[src/rtl/soc_bus_pkg.sv]
// rtl/soc_bus_pkg.sv - shared encodings and constants for the SoC memory bus arbiter
package soc_bus_pkg;

  typedef enum logic {
    ST_IDLE = 1'b0,
    ST_BUSY = 1'b1
  } state_e;

  localparam logic PORT_CPU = 1'b0;
  localparam logic PORT_AUX = 1'b1;

  localparam logic [31:0] WDOG_FILL = 32'hDEAD_BEEF;

endpackage

[src/rtl/rr_arbiter2.sv]
// rtl/rr_arbiter2.sv - combinational two-way round-robin grant; i_prio names the preferred port
module rr_arbiter2
  import soc_bus_pkg::*;
(
  input  logic [1:0] i_req,
  input  logic       i_prio,
  output logic [1:0] o_gnt
);

  always_comb begin
    o_gnt = 2'b00;
    if (i_req[PORT_CPU] && (!i_req[PORT_AUX] || (i_prio == PORT_CPU))) begin
      o_gnt[PORT_CPU] = 1'b1;
    end else if (i_req[PORT_AUX]) begin
      o_gnt[PORT_AUX] = 1'b1;
    end
  end

endmodule

[src/rtl/mem_bus_arbiter.sv]
// rtl/mem_bus_arbiter.sv - two-master round-robin arbiter for the SoC memory bus
// Optional watchdog enabled by defining MEM_BUS_ARB_TIMEOUT_EN.
module mem_bus_arbiter
  import soc_bus_pkg::*;
#(
  parameter int ADDR_W         = 32,
  parameter int DATA_W         = 32,
  parameter int TIMEOUT_CYCLES = 4096
) (
  input  logic              clk,
  input  logic              reset,
  input  logic              m0_valid,
  input  logic [ADDR_W-1:0] m0_addr,
  input  logic [DATA_W-1:0] m0_wdata,
  input  logic [3:0]        m0_wstrb,
  output logic              m0_ready,
  output logic [DATA_W-1:0] m0_rdata,
  input  logic              m1_valid,
  input  logic [ADDR_W-1:0] m1_addr,
  input  logic [DATA_W-1:0] m1_wdata,
  input  logic [3:0]        m1_wstrb,
  output logic              m1_ready,
  output logic [DATA_W-1:0] m1_rdata,
  output logic              s_valid,
  output logic [ADDR_W-1:0] s_addr,
  output logic [DATA_W-1:0] s_wdata,
  output logic [3:0]        s_wstrb,
  input  logic              s_ready,
  input  logic [DATA_W-1:0] s_rdata,
  output logic              m_err
);

  state_e     r_state;
  logic       r_owner;
  logic       r_prio;
  logic [1:0] w_gnt;
  logic       w_tmo;
  logic       w_fin;

  rr_arbiter2 u_rr (
    .i_req  ({m1_valid, m0_valid}),
    .i_prio (r_prio),
    .o_gnt  (w_gnt)
  );

`ifdef MEM_BUS_ARB_TIMEOUT_EN
  localparam int TW = (TIMEOUT_CYCLES > 1) ? $clog2(TIMEOUT_CYCLES) : 1;
  logic [TW-1:0] r_wdog;

  // Held at zero while idle, so every transaction starts counting from 0.
  always_ff @(posedge clk) begin
    if (reset || (r_state == ST_IDLE)) begin
      r_wdog <= '0;
    end else if (!s_ready) begin
      r_wdog <= r_wdog + 1'b1;
    end
  end

  assign w_tmo = (r_state == ST_BUSY) && !s_ready && (r_wdog == TW'(TIMEOUT_CYCLES - 1));
`else
  // Watchdog absent; TIMEOUT_CYCLES stays in the interface for both builds.
  assign w_tmo = 1'b0 && (TIMEOUT_CYCLES > 0);
`endif

  assign w_fin    = (r_state == ST_BUSY) && (s_ready || w_tmo);
  assign m0_ready = w_fin && (r_owner == PORT_CPU);
  assign m1_ready = w_fin && (r_owner == PORT_AUX);
  assign m_err    = w_tmo;
  assign m0_rdata = (w_tmo && (r_owner == PORT_CPU)) ? DATA_W'(WDOG_FILL) : s_rdata;
  assign m1_rdata = (w_tmo && (r_owner == PORT_AUX)) ? DATA_W'(WDOG_FILL) : s_rdata;

  always_ff @(posedge clk) begin
    if (reset) begin
      r_state <= ST_IDLE;
      r_owner <= PORT_CPU;
      r_prio  <= PORT_CPU;
      s_valid <= 1'b0;
      s_addr  <= '0;
      s_wdata <= '0;
      s_wstrb <= '0;
    end else if (r_state == ST_IDLE) begin
      if (w_gnt[PORT_AUX]) begin
        r_owner <= PORT_AUX;
        s_addr  <= m1_addr;
        s_wdata <= m1_wdata;
        s_wstrb <= m1_wstrb;
        s_valid <= 1'b1;
        r_state <= ST_BUSY;
      end else if (w_gnt[PORT_CPU]) begin
        r_owner <= PORT_CPU;
        s_addr  <= m0_addr;
        s_wdata <= m0_wdata;
        s_wstrb <= m0_wstrb;
        s_valid <= 1'b1;
        r_state <= ST_BUSY;
      end
    end else if (w_fin) begin
      // Completion always passes through IDLE, guaranteeing a gap between transactions.
      s_valid <= 1'b0;
      r_prio  <= ~r_owner;
      r_state <= ST_IDLE;
    end
  end

endmodule

[config.mk]
export PLATFORM = sky130hd
export DESIGN_NAME = mem_bus_arbiter
export DESIGN_NICKNAME = d
export VERILOG_FILES = /design/src/rtl/soc_bus_pkg.sv /design/src/rtl/rr_arbiter2.sv /design/src/rtl/mem_bus_arbiter.sv
export SDC_FILE = /design/constraint.sdc
export NUM_CORES = 1
export LEC_CHECK = 0
export ABC_AREA = 1
export BUFFER_PORTS_ARGS = -buffer_cell sky130_fd_sc_hd__buf_2
export CAP_MARGIN = 20
export CORE_AREA = 2 2 120 122
export CTS_CLUSTER_SIZE = 30
export DETAILED_ROUTE_END_ITERATION = 10
export DIE_AREA = 0 0 122 124
export SYNTH_ARGS = -nofsm -noshare
export SYNTH_HDL_FRONTEND = slang
export SYNTH_SLANG_ARGS = --single-unit
[constraint.sdc]
create_clock -name clk -period 2.25 [get_ports clk]
set_input_delay 0.1125 -clock clk [delete_from_list [all_inputs] [get_ports clk]]
set_output_delay 0.1125 -clock clk [all_outputs]
set_load 0.01 [all_outputs]
==> results.py, run 1 <==
metrics = {
    "cells_and_area": {
        "drive_above_1_share": 0.298,
        "fin_area_um2": 5310,
        "multi_input_area_um2": 1630,
        "fill_cells": 1504,
        "nNetsFinal": 975,
        "regArea_um2": 1440,
        "final_cells": 987,
        "area_delta_synth_final_pct": 23.4,
    },
    "global_routing": {
        "grt_pass1_vias": 3843,
        "grt_pass1_wl_mm": 19.0,
        "overflow": 0,
        "track_usage": 0.162,
        "grt_max_degree": 70,
        "antenna_found_initial": 1,
    },
    "sta": {
        "finalSetupViolations": 0,
        "final-hold-violation-count": 0,
        "slew_viol_final": 0,
        "grt_setup_unrepaired": "no",
        "setup_tns_ns": 0,
        "hold_ws_ns": 0.0560,
        "tightest_slew_ns": 0.743,
        "timing.final.crit_period_ns": 1.57,
        "fmax_mhz": 637,
        "skew_ns": 0.00511,
        "relSlewSlack": 0.505,
        "period_share": 0.698,
    },
    "cts": {
        "cts_sinks": 72,
        "cts_buffers": 9,
        "cts_max_path_buffers": 2,
        "clock_latency_ns": 0.33,
        "cts_tree": "built",
        "htree_levels": 3,
        "clkTransAtPathRegs_ns": 0.06,
        "hold_buffers": 0,
        "post_cts_buffers": 0,
        "root_buffer": "clkbuf_16",
        "cts_resized": 0,
    },
    "worst_setup_path": {
        "end_kind": "flop",
        "slowest_stage": "buf_4",
        "crit_cells": 7,
        "crit_family": "buffers and inverters",
        "critPathLaunchType": "flop",
        "rr_endpoint": "s_addr[28]",
        "r2r_slack_ns": 0.68,
        "path_buf_inv": 3,
        "cp_cell_sequence": "inv_1 -> nand2_2 -> buf_4 -> nand3_1 -> nand3_1 -> nand2_1 -> inv_1",
        "path_max_fanout": 69,
        "r2r_cells": 7,
        "startpoint": "r_prio",
        "max_stage_delay_ns": 0.59,
        "critPathKind": "flop to flop",
        "cp_data_arrival_time_ns": 1.86,
        "r2r-start": "r_prio",
        "cp.required_ns": 2.53,
        "crit_end": "s_addr[28]",
    },
    "routing": {
        "drt-initial-drc-count": 163,
        "routedWlPerCell_um": 12.5,
        "drc": 0,
        "via_per_inst": 4.31,
        "ant_nets": 0,
        "dr.pass1.iters": 4,
        "num_vias": 4258,
        "routed_wl_mm": 12.4,
    },
    "pwr": {
        "ir_worst_vdd_uv": 334,
        "power.density_nw_per_um2": 709,
        "share_comb_of_total_power": 0.236,
        "pwr-share-clk": 0.374,
        "switchingPower_w": 0.00111,
        "p_int_w": 0.00265,
        "swShare": 0.295,
        "power.leakage_nw": 3.16,
        "pwr-share-seq": 0.390,
    },
    "logic_synthesis": {
        "syn_area_per_cell_um2": 6.34,
        "syn-cell-area_um2": 4300,
        "synthDominantCellAreaShare": 0.335,
        "synth-async-reset-ratio": 0,
        "synth_ff_type": "dfxtp_1",
        "ys_ff_latch": 72,
        "synth_cell_types": 17,
        "synth-edff-count": 0,
        "synthTopCellsByArea": "dfxtp_1 33%, nand3_1 16%, inv_1 12%",
        "ys_seq_area_frac": 0.335,
        "synth_top_area_cell": "dfxtp_1",
        "yosys_warnings": 0,
        "yosys-top-cells-count": "141 x inv_1, 139 x nand2_1, 138 x nand3_1",
        "netlist_instances": 679,
        "syn-num-nets": 852,
        "yosysMostFrequentCell": "inv_1",
    },
    "placed_design": {
        "dpl.cell_count": 971,
        "gp_congestion": 0.707,
        "dpl.hpwl_mm": 8.71,
        "dpl_cell_area_um2": 5020,
        "portBuffers": 211,
    },
    "hold_path": {
        "hold_path.class": "input pin to flop",
        "min_from": "m0_addr[30]",
    },
    "floorplanning": {
        "core_um2": 13700,
        "die_w_um": 122,
        "die_area_um2": 15100,
        "io_pins": 309,
        "initial_core_util": 0.314,
        "die_h_um": 124,
        "placementRows": 43,
    },
    "run_status": {
        "status": "completed",
    },
    "run": {
        "drv_cap": 0,
    },
}
## sequential cells by signal, summed over array words and instances, names as in the netlist
name     count
s_addr      32
s_wstrb      4
r_prio       1
r_state      1
r_owner      1
s_valid      1
s_wdata     32
## power by group through the flow
stage                     Combinational [W]  Clock (W)  Sequential, W
after floorplan                    0.000584          0        0.00155
after global placement             0.000895          0        0.00150
after detailed placement           0.000897          0        0.00150
after CTS                          0.000901    0.00146        0.00147
after global routing                0.00101    0.00152        0.00148
final                              0.000887    0.00141        0.00147
## placed cells by master, fill, tap and decap left out, types with 2 or more instances in the layout
cell	instances
a21oi_1	70
buf_12	5
buf_2	211
buf_4	5
clkbuf_16	9
clkinv_2	3
dfxtp_1	72
inv_1	141
nand2_1	139
nand2_2	2
nand3_1	138
nor2_1	3
## through the flow
step | worst slack, ns | power [W] | utilization
2_1_floorplan | 1.12 | 0.00214 | -
3_3_place_gp | 0.715 | 0.00239 | 0.366
3_5_place_dp | 0.706 | 0.00239 | 0.366
4_1_cts | 0.694 | 0.00383 | 0.387
5_1_grt | 0.568 | 0.00401 | 0.387
6_report | 0.679 | 0.00376 | 0.387
## worst register-to-register path, cell delays in order, from the launching register on
cell	delay, ns
dfxtp_1	0.30
inv_1	0.05
nand2_2	0.07
buf_4	0.59
nand3_1	0.26
nand3_1	0.16
nand2_1	0.06
inv_1	0.04
## worst min-delay path by stage
stage                   end  slack (ns)  depth (start not counted)
2_1_floorplan       r_state        0.28                          2
3_3_place_gp   m0_rdata[28]        0.23                          0
3_5_place_dp   m0_rdata[28]        0.23                          0
4_1_cts          s_addr[30]        0.04                          5
5_1_grt          s_addr[29]        0.07                          5
6_report         s_addr[30]        0.06                          5
## cell type report
type                            count  share of cell area
Clock inverter                      4             0.00848
Multi-Input combinational cell    357               0.307
Antenna cell                        1            0.000471
Inverter                          141              0.0997
Tap cell                          180              0.0424
Sequential cell                    72               0.271
Timing Repair Buffer              221               0.225
Clock buffer                       11              0.0457
## cell families after synthesis
| logic type | count (synthesis) | synth area share |
|---|---|---|
| AND/OR/NAND/NOR | 284 | 0.291 |
| buffers and inverters | 250 | 0.288 |
| flip-flops | 72 | 0.335 |
| other | 1 | 0.000872 |
| AO/OA/AOI/OAI | 72 | 0.0849 |
## layer usage
| layer | global-route usage | share of wire |
|---|---|---|
| met5 | 0 | 0 |
| met4 | 0.0934 | 0.035 |
| met3 | 0.0421 | 0.069 |
| met2 | 0.265 | 0.45 |
| met1 | 0.193 | 0.45 |
Power figures use the tool's default switching activity.
==> run 2: changes to the inputs <==
--- a/config.mk
+++ b/config.mk
@@ -12,6 +12,7 @@
 export CTS_CLUSTER_SIZE = 30
 export DETAILED_ROUTE_END_ITERATION = 10
 export DIE_AREA = 0 0 122 124
+export PLACE_DENSITY = 0.66
 export SYNTH_ARGS = -nofsm -noshare
 export SYNTH_HDL_FRONTEND = slang
 export SYNTH_SLANG_ARGS = --single-unit
==> constraint.sdc (replaced) <==
create_clock -name clk -period 1.35 [get_ports clk]
set_input_delay 0.0675 -clock clk [delete_from_list [all_inputs] [get_ports clk]]
set_output_delay 0.0675 -clock clk [all_outputs]
set_load 0.01 [all_outputs]
==> run 2 against run 1 <==
  * Combinational power is 71% higher
  * Die area is the same
  * First-iteration DRC count up 6.7%
  * Sequential cell count is the same
  * Non-clock buffer count rose by 11
  * Wire length down 2.5%
  * Power up 65%
  * Register-to-register slack worse by 0.53 ns
  * Fmax increased by 31%
  * Worst hold slack worse by 0.036 ns
  * Cell count grew 1.1%
  * Clock skew rose by 0.0011 ns
  * Critical endpoint is now s_wstrb[3]
==> results.py, run 2 (synthesis results as in run 1) <==
metrics = {
    "sta": {
        "setup_tns_ns": 0,
        "final-hold-violation-count": 0,
        "fmax_mhz": 831,
        "skew_ns": 0.00617,
        "period_share": 0.891,
        "finalSetupViolations": 0,
        "grt_setup_unrepaired": "no",
        "timing.final.crit_period_ns": 1.20,
        "slew_viol_final": 0,
    },
    "worst_setup_path": {
        "cp_cell_sequence": "inv_1 -> nand2_2 -> buf_4 -> nand3_1 -> nand3_1 -> nand2_1 -> inv_1",
        "path_buf_inv": 3,
        "r2r_slack_ns": 0.15,
        "slowest_stage": "buf_4",
        "critPathKind": "flop to flop",
        "r2r-start": "r_prio",
        "path_max_fanout": 29,
        "end_kind": "flop",
        "cp.required_ns": 1.63,
        "r2r_cells": 7,
        "crit_family": "buffers and inverters",
        "max_stage_delay_ns": 0.33,
        "cp_data_arrival_time_ns": 1.49,
        "startpoint": "r_prio",
        "rr_endpoint": "s_wstrb[3]",
        "critPathLaunchType": "flop",
    },
    "cells_and_area": {
        "area_delta_synth_final_pct": 26.5,
        "nNetsFinal": 986,
        "final_cells": 998,
        "fill_cells": 1533,
        "final_cell_mix": "211 x buf_2, 141 x inv_1, 139 x nand2_1",
        "layout_commonest_cell": "buf_2",
        "reg_top3": "s_addr: 32 flops, s_wdata: 32 flops, s_wstrb: 4 flops",
        "num_antenna_cells": 0,
        "drive_above_1_share": 0.300,
    },
    "pwr": {
        "p_int_w": 0.00438,
        "power.leakage_nw": 3.22,
        "pwr-share-seq": 0.393,
        "switchingPower_w": 0.00184,
        "power.density_nw_per_um2": 1140,
        "swShare": 0.296,
        "pwr-share-clk": 0.363,
        "share_comb_of_total_power": 0.245,
        "ir_worst_vdd_uv": 642,
    },
    "routing": {
        "routedWlPerCell_um": 12.1,
        "routed_wl_mm": 12.1,
        "dr.pass1.iters": 7,
        "drc": 0,
        "drt-initial-drc-count": 174,
        "ant_nets": 0,
        "via_per_inst": 4.37,
        "num_vias": 4357,
    },
    "cts": {
        "cts_max_path_buffers": 2,
        "cts_tree": "built",
        "cts_buffers": 9,
        "clkTransAtPathRegs_ns": 0.06,
        "cts_sinks": 72,
        "root_buffer": "clkbuf_16",
        "post_cts_buffers": 0,
        "clock_latency_ns": 0.33,
        "htree_levels": 3,
    },
    "hold_path": {
        "holdPathEnd": "s_wdata[15]",
        "hold_path.class": "input pin to flop",
        "min_from": "m0_wdata[15]",
        "min_path_cells": 5,
    },
    "floorplanning": {
        "die_area_um2": 15100,
        "initial_core_util": 0.314,
        "core_um2": 13700,
        "die_w_um": 122,
        "die_h_um": 124,
        "io_pins": 309,
        "placementRows": 43,
    },
    "global_routing": {
        "antenna_found_initial": 0,
        "grt_pass1_wl_mm": 18.7,
        "grt_pass1_vias": 3890,
        "track_usage": 0.159,
        "grt_max_degree": 53,
        "overflow": 0,
    },
    "placed_design": {
        "dpl.cell_count": 975,
        "gp_congestion": 0.776,
        "portBuffers": 211,
        "dpl.hpwl_mm": 8.83,
    },
    "run_status": {
        "status": "completed",
    },
    "run": {
        "drv_cap": 0,
    },
}
[run 2: cell count changes in the layout (fill, tap and decap cells not counted)]
cell	previous run	this run
dlygate4sd3_1	0	7
buf_12	5	8
clkbuf_8	1	3
buf_4	5	6
bufinv_16	1	0
diode_2	1	0
[run 2: layout make-up]
cell class                      instances  area, um^2  area share
Clock buffer                           13         270      0.0497
Clock inverter                          3        15.0     0.00276
Inverter                              141         529      0.0972
Multi-Input combinational cell        357        1630       0.300
Sequential cell                        72        1440       0.265
Tap cell                              180         225      0.0414
Timing Repair Buffer                  232        1330       0.245
[run 2: per-layer routing]
layer	track usage	routed length [um]	vias to the layer above
met5	0	0	-
met4	0.0632	303	0
met3	0.0623	1030	26
met2	0.270	5650	168
met1	0.180	5060	1887
li1	-	-	2276
[run 2: stage by stage]
step	setup WS [ns]	instance area [um^2]	power [W]	util	hold WS (ns)
after floorplan	0.220	4300	0.00356	-	0.227
after global placement	0.165	5090	0.00400	0.371	0.135
after detailed placement	0.151	5090	0.00402	0.371	0.135
after CTS	0.133	5440	0.00634	0.397	0.0000154
after global routing	0.0250	5440	0.00664	0.397	0.0105
final	0.147	5440	0.00623	0.397	0.0196
[run 2: worst reg2reg max path: stages, from the launching register on]
cell,delay (ns)
dfxtp_1,0.30
inv_1,0.05
nand2_2,0.10
buf_4,0.33
nand3_1,0.16
nand3_1,0.13
nand2_1,0.05
inv_1,0.05
[run 2: worst max-delay path by stage]
stage	cells after the start	slack (ns)	endpoint
2_1_floorplan	7	0.22	s_addr[1]
3_3_place_gp	7	0.17	s_addr[21]
3_5_place_dp	7	0.15	s_wstrb[3]
4_1_cts	7	0.13	s_wstrb[3]
5_1_grt	7	0.03	s_wstrb[3]
6_report	7	0.15	s_wstrb[3]
[run 2: repair_timing]
action                                 4_1_cts  5_1_grt
endpoints found under the hold margin        7        0
hold buffers                                 7        0
resized for setup                            0        0
[run 2: power groups by stage]
stage,combinational (W),sequential (W),clock [W]
final,0.00152,0.00244,0.00226
after global routing,0.00172,0.00247,0.00245
after CTS,0.00155,0.00245,0.00235
after detailed placement,0.00153,0.00249,0
after global placement,0.00151,0.00248,0
after floorplan,0.000973,0.00259,0
